<file path="config.mk">
export PLATFORM = sky130hd
export DESIGN_NAME = encoder_4to2_serial
export DESIGN_NICKNAME = d
export VERILOG_FILES = /design/src/rtl/encoder_4to2_serial.sv
export SDC_FILE = /design/constraint.sdc
export NUM_CORES = 1
export LEC_CHECK = 0
export ABC_CLOCK_PERIOD_IN_PS = 3300
export CORE_ASPECT_RATIO = 1.1
export CORE_MARGIN = 2
export CORE_UTILIZATION = 40
export CTS_BUF_LIST = sky130_fd_sc_hd__clkbuf_4 sky130_fd_sc_hd__clkbuf_8 sky130_fd_sc_hd__clkbuf_16
export CTS_CLUSTER_SIZE = 28
export DETAILED_ROUTE_END_ITERATION = 12
export GPL_ROUTABILITY_DRIVEN = 1
export PLACE_DENSITY = 0.81
export RECOVER_POWER = 25
export SLEW_MARGIN = 20
export SYNTH_ARGS = -nofsm -noshare
export SYNTH_HDL_FRONTEND = slang
export SYNTH_SLANG_ARGS = --single-unit
</file>
<file path="constraint.sdc">
create_clock -name clk -period 3.3 [get_ports clk]
set_input_delay 0.33 -clock clk [delete_from_list [all_inputs] [get_ports clk]]
set_output_delay 0.33 -clock clk [all_outputs]
set_load 0.02 [all_outputs]
</file>
<file path="src/rtl/encoder_4to2_serial.sv">
// Multi-hot 4-line request capture, serialised into one priority-encoded 2-bit code per accepted handshake.
// Latency: in captured at edge N+1, code out at N+2; out/out_valid hold while out_ready=0, throughput one code/cycle.
module encoder_4to2_serial #(
    parameter int HIGH_FIRST = 1,
    parameter int CNT_W      = 8
) (
    input  logic             clk,
    input  logic             rst_n,
    input  logic             en,
    input  logic [3:0]       in,
    output logic [1:0]       out,
    output logic             out_valid,
    input  logic             out_ready,
    output logic [3:0]       pending,
    output logic             overflow,
    output logic [CNT_W-1:0] count
);

    typedef enum logic {
        IDLE  = 1'b0,
        VALID = 1'b1
    } state_t;

    state_t             state_q, state_d;
    logic [1:0]         out_q, out_d;
    logic [3:0]         pending_q, pending_d;
    logic               overflow_q, overflow_d;
    logic [CNT_W-1:0]   count_q, count_d;

    logic [1:0]         sel;
    logic               pend_any;
    logic               load;
    logic [3:0]         load_mask;
    logic [3:0]         in_eff;

    // Selection looks only at the registered pending set, never at same-cycle in.
    always_comb begin
        sel      = 2'd0;
        pend_any = |pending_q;
        if (HIGH_FIRST != 0) begin
            for (int i = 0; i < 4; i++) begin
                if (pending_q[i]) sel = 2'(i);
            end
        end else begin
            for (int i = 3; i >= 0; i--) begin
                if (pending_q[i]) sel = 2'(i);
            end
        end
    end

    always_comb begin
        state_d = state_q;
        load    = 1'b0;
        case (state_q)
            IDLE: begin
                if (pend_any) begin
                    load    = 1'b1;
                    state_d = VALID;
                end
            end
            VALID: begin
                if (out_ready) begin
                    if (pend_any) load = 1'b1;
                    else          state_d = IDLE;
                end
            end
            default: state_d = IDLE;
        endcase

        load_mask  = load ? (4'b0001 << sel) : 4'b0000;
        in_eff     = en ? in : 4'b0000;
        // A bit cleared by this cycle's load may be re-requested without counting as a loss.
        pending_d  = (pending_q & ~load_mask) | in_eff;
        overflow_d = |(in_eff & pending_q & ~load_mask);
        out_d      = load ? sel : out_q;
        count_d    = (state_q == VALID && out_ready) ? count_q + CNT_W'(1) : count_q;
    end

    always_ff @(posedge clk or negedge rst_n) begin
        if (!rst_n) begin
            state_q    <= IDLE;
            out_q      <= 2'b00;
            pending_q  <= 4'b0000;
            overflow_q <= 1'b0;
            count_q    <= '0;
        end else begin
            state_q    <= state_d;
            out_q      <= out_d;
            pending_q  <= pending_d;
            overflow_q <= overflow_d;
            count_q    <= count_d;
        end
    end

    assign out       = out_q;
    assign out_valid = (state_q == VALID);
    assign pending   = pending_q;
    assign overflow  = overflow_q;
    assign count     = count_q;

endmodule

</file>
Yosys cells after proc, flatten, opt, wreduce, memory -nomap -nowiden
Index checks and enable logic that the tools add are counted.
W data, S select, Z words.
{ "totals": {"ff_bits": 16, "inputBits": 8, "out_inout_bits": 16, "wordCells": 26} }
{ "op_classes": {"n_addsub": 1, "shift": 1, "mux": 10, "bitwise_logic": 6, "n_reduce_logical": 3} }
{ "op_table": {"columns": ["cell", "n"], "rows": [
  ["$and A4 B4 Y4", 3],
  ["$add A8 B1 Y8 const B", 1],
  ["$mux W4", 2],
  ["$reduce_or A4 Y1", 2],
  ["$mux W1", 4],
  ["$mux W2", 2],
  ["$not A4 Y4", 1],
  ["$or A4 B4 Y4", 1],
  ["$pmux W1 S2", 2],
  ["$shl A1 B2 Y4 const A", 1],
  ["$logic_and A1 B1 Y1", 1],
  ["$not A1 Y1", 1]
]} }

Longest topological paths before layout
{ "depth": {"ltp_word": 8, "mapped_depth": 5, "ltp_nobuf": 5} }

Worst setup path after synthesis
No wires, ideal clock.
{ "synth_timing": {"path_type": "register to register", "start": "reg state_q (netlist: out_valid)", "end": "reg pending_q[0] (netlist: pending[0])", "arrival_time_ps": 1323, "required_ps": 3179, "slack_ps": 1856, "path_stages_with_launch": 5, "path_buffers": 1, "synth_period_minus_slack_ps": 1444, "cell_sequence": "dfrtp_1 -> nor2b_1 -> buf_6 -> or4_4 -> a22o_1"} }
{ "synth_via": {"elab_chain_cells": 6} }
{ "synth_rtl": {"columns": ["element", "line_no", "source"], "rows": [
  ["start, declared", "24", "state_t state_q, state_d;"],
  ["start signal, assigned", "87", "state_q <= state_d;"],
  ["$not A1 Y1", null, null],
  ["$pmux W1 S2 (*)", "54", "case (state_q)"],
  ["$mux W4 (*)", "70", "load_mask = load ? (4'b0001 << sel) : 4'b0000;"],
  ["$not A4 Y4 (*)", "73", "pending_d = (pending_q & ~load_mask) | in_eff;"],
  ["$and A4 B4 Y4 (*)", "73", null],
  ["$or A4 B4 Y4 (*)", "73", null],
  ["via pending_d[0]", "26", "logic [3:0] pending_q, pending_d;"],
  ["end signal, assigned", "89", "pending_q <= pending_d;"],
  ["end, declared", "26", null]
]} }
The timed path passes the listed nets; every way through them passes the cells marked *.
A chain may end at the register's enable or synchronous reset.

Worst setup path in the final report
{ "layout_timing": {"start": "reg pending_q[3] (netlist: pending[3])", "end": "out pending[3]"} }
{ "layout_rtl": {"columns": ["element", "line_no", "source"], "rows": [
  ["end, declared", "14", "output logic [3:0] pending,"]
]} }
No word-level cell between the ends.

==> flow_summary_export.csv <==
group,metric,value,unit
worst_setup_path,critPathLaunchType,"flop",
timing,fin_ws,1.58,ns
clock_network,insertion_delay,0.28,ns
placement,dpl.hpwl,1060,µm
timing,finalHoldViolations,0,
timing,slew_headroom,54.7,%
placement,dpl_worst_slack,1.46,ns
final_layout,nFillCells,134,
logic_synthesis,netlist_area,696,µm²
worst_setup_path,crit_arrival,1.39,ns
clock_network,post_cts_buffers,0,
timing,setup_viol,0,
clock_network,clkSinkCount,16,
clock_network,h-tree-depth,1,
drt,routed_wirelength,1320,µm
logic_synthesis,ys_types,22,
hold_path,min_path_type,"reg -> reg",
drt,drt_iter0_drc,7,
worst_setup_path,r2r-end,"overflow$_DFF_PN0_",
drt,first_pass_iters,3,
drt,postRouteAntennaNets,0,
logic_synthesis,syn_inst,61,
logic_synthesis,ys_async_sr_fraction,100,%
timing,hold-worst-slack,0.472,ns
power_and_ir_drop,power_leakage,0.437,nW
clock_network,cts_buffer_depth,2,
worst_setup_path,cp_max_fo,8,
power_and_ir_drop,ir_drop,0.000365,V
final_layout,finish.net_count,97,
die,start_util,43.6,%
logic_synthesis,yosysWarnings,0,
die,core.rowCount,15,
logic_synthesis,synth_edf_count,0,
hold_path,hp-start,"count[7]$_DFFE_PN0P_",
worst_setup_path,reg2regPathDepth,4,
timing,clock.fmax,582,MHz
worst_setup_path,worstPathRequired,2.97,ns
placement,routabilityCongestion,0.752,
worst_setup_path,slowest_delay,0.64,ns
drt,post_drt_wl_per_cell,12.7,µm
timing,setup_tns,0,ns
grt,grt_pass1_vias,572,
drt,num_vias,551,
timing,tightest_slew,0.677,ns
hold_path,worstHoldPathCells,1,
power_and_ir_drop,power-per-cell-area,732,nW/µm²
clock_network,ctsHoldBuffers,0,
clock_network,path_clk_slew,0.09,ns
final_layout,instances_no_fill,104,
worst_setup_path,criticalPathCategory,"reg -> out",
placement,io_buffers,23,
grt,grt_pass1_wl,2370,µm
final_layout,drive_gt1_share,6.90,%
drt,route.detailed.drc,0,
run,cap_violations,0,
logic_synthesis,ys.flop_type,"dfrtp_1",
die,io_pins,24,
timing,slew_viol_final,0,
logic_synthesis,avgSynthCellArea,11.4,µm²
die,core,1600,µm²
logic_synthesis,ys_ff_latch,16,
placement,dp.cells,100,
worst_setup_path,rrSetupSlack,1.85,ns
timing,rsz0062_at_grt,"false",
timing,min_period,1.72,ns
timing,post-route-period-util,52.1,%
worst_setup_path,critPathCaptureType,"output port",
die,fp.dieH,47.7,µm
hold_path,holdPathEnd,"count[7]$_DFFE_PN0P_",
final_layout,area_delta_synth_final,39.7,%
clock_network,root_buffer,"clkbuf_4",
grt,grt_max_degree,17,
timing,skew,0.00328,ns
worst_setup_path,path_buf_inv,1,
final_layout,num_antenna_cells,0,
clock_network,cts_resized,0,
drt,viasPerCell,5.30,
clock_network,cts_buffers,3,
grt,overflow,0,
clock_network,cts_tree,"done",
die,die_w,43.8,µm
logic_synthesis,yosysSeqAreaShare,57.6,%
die,die_area,2090,µm²
worst_setup_path,worstPathCellList,"clkdlybuf4s50_1",
outcome,status,"complete, no violations",
worst_setup_path,critPathSlowestCell,"clkdlybuf4s50_1",
logic_synthesis,synth_fp_nets,70,
worst_setup_path,r2r_start,"out_valid$_DFF_PN0_",
grt,grt_usage,16.1,%
grt,antenna_found_initial,0,
worst_setup_path,cp_top_family,"buffers and inverters",
-- cell usage after synthesis (all sizes together), types with 2 or more instances --
cell type,number,area [µm²]
inv,2,7.51
nand2,5,18.8
dfrtp,16,400
xor2,4,35.0
a22o,3,26.3
a31oi,2,12.5
o21ai,4,20.0
and3,2,12.5
xnor2,3,26.3
nand2b,2,12.5
nor2,4,15.0
nand3,4,20.0
-- placed cells by master (no fill, tap or decap), drive strengths merged, types with 2 or more instances in the layout --
master,count
dlygate4sd3,2
clkdlybuf4s50,21
and3,2
inv,2
dfrtp,16
xor2,4
a22o,3
o21ai,4
nand2b,2
nand3,4
clkbuf,4
a31oi,2
xnor2,3
nand2,5
nor2,4
-- sequential cells by signal, summed over array words and instances (netlist names) --
name	flops
count	8
pending	4
out_valid	1
out	2
overflow	1
-- through the flow --
stage	total power [mW]	instance area (µm²)	utilization (%)
2_1_floorplan	0.449	696	-
3_3_place_gp	0.584	936	58.7
3_5_place_dp	0.595	936	58.7
4_1_cts	0.721	972	60.9
5_1_grt	0.758	972	60.9
6_report	0.712	972	60.9
-- layout make-up --
class | instances | area (µm²) | area share (%)
clock buffers | 4 | 36.3 | 3.73
repair buffers | 23 | 230 | 23.7
inverters | 2 | 7.51 | 0.772
multi-input cells | 42 | 277 | 28.4
flip-flops and latches | 16 | 400 | 41.2
well taps | 17 | 21.3 | 2.19
-- worst max path at each step --
stage               slack, ns            startpoint  cells after the start                    to
global route             1.51  pending[3]$_DFF_PN0_                      1            pending[3]
finish                   1.58  pending[3]$_DFF_PN0_                      1            pending[3]
floorplan                1.86   out_valid$_DFF_PN0_                      4  pending[0]$_DFF_PN0_
global placement         1.51             out_ready                      5    out[0]$_DFFE_PN0P_
detailed placement       1.46             out_ready                      5    overflow$_DFF_PN0_
CTS                      1.57  pending[3]$_DFF_PN0_                      1            pending[3]
-- power breakdown --
part / total (mW) / switching [mW] / internal, mW
registers: 0.312 / 0.0620 / 0.250
logic: 0.274 / 0.130 / 0.144
clock network: 0.126 / 0.0588 / 0.0672
-- cells by family after synthesis --
| logic type | Yosys count | synth area share, % |
|---|---|---|
| buf+inv | 3 | 2.70 |
| compound gates | 11 | 10.3 |
| fa+ha+maj | 1 | 1.80 |
| xor+xnor | 7 | 8.81 |
| simple gates | 21 | 15.8 |
| flops | 16 | 57.6 |
| mux | 2 | 3.06 |
-- metal layers --
metal | GRT usage [%] | wire length (µm) | vias to the layer above
li1 | - | - | 263
met1 | 19.1 | 608 | 263
met2 | 27.4 | 605 | 23
met3 | 3.77 | 81 | 2
met4 | 9.09 | 24 | 0
met5 | 0 | 0 | -
No activity file was read; power rests on OpenSTA's default activity.
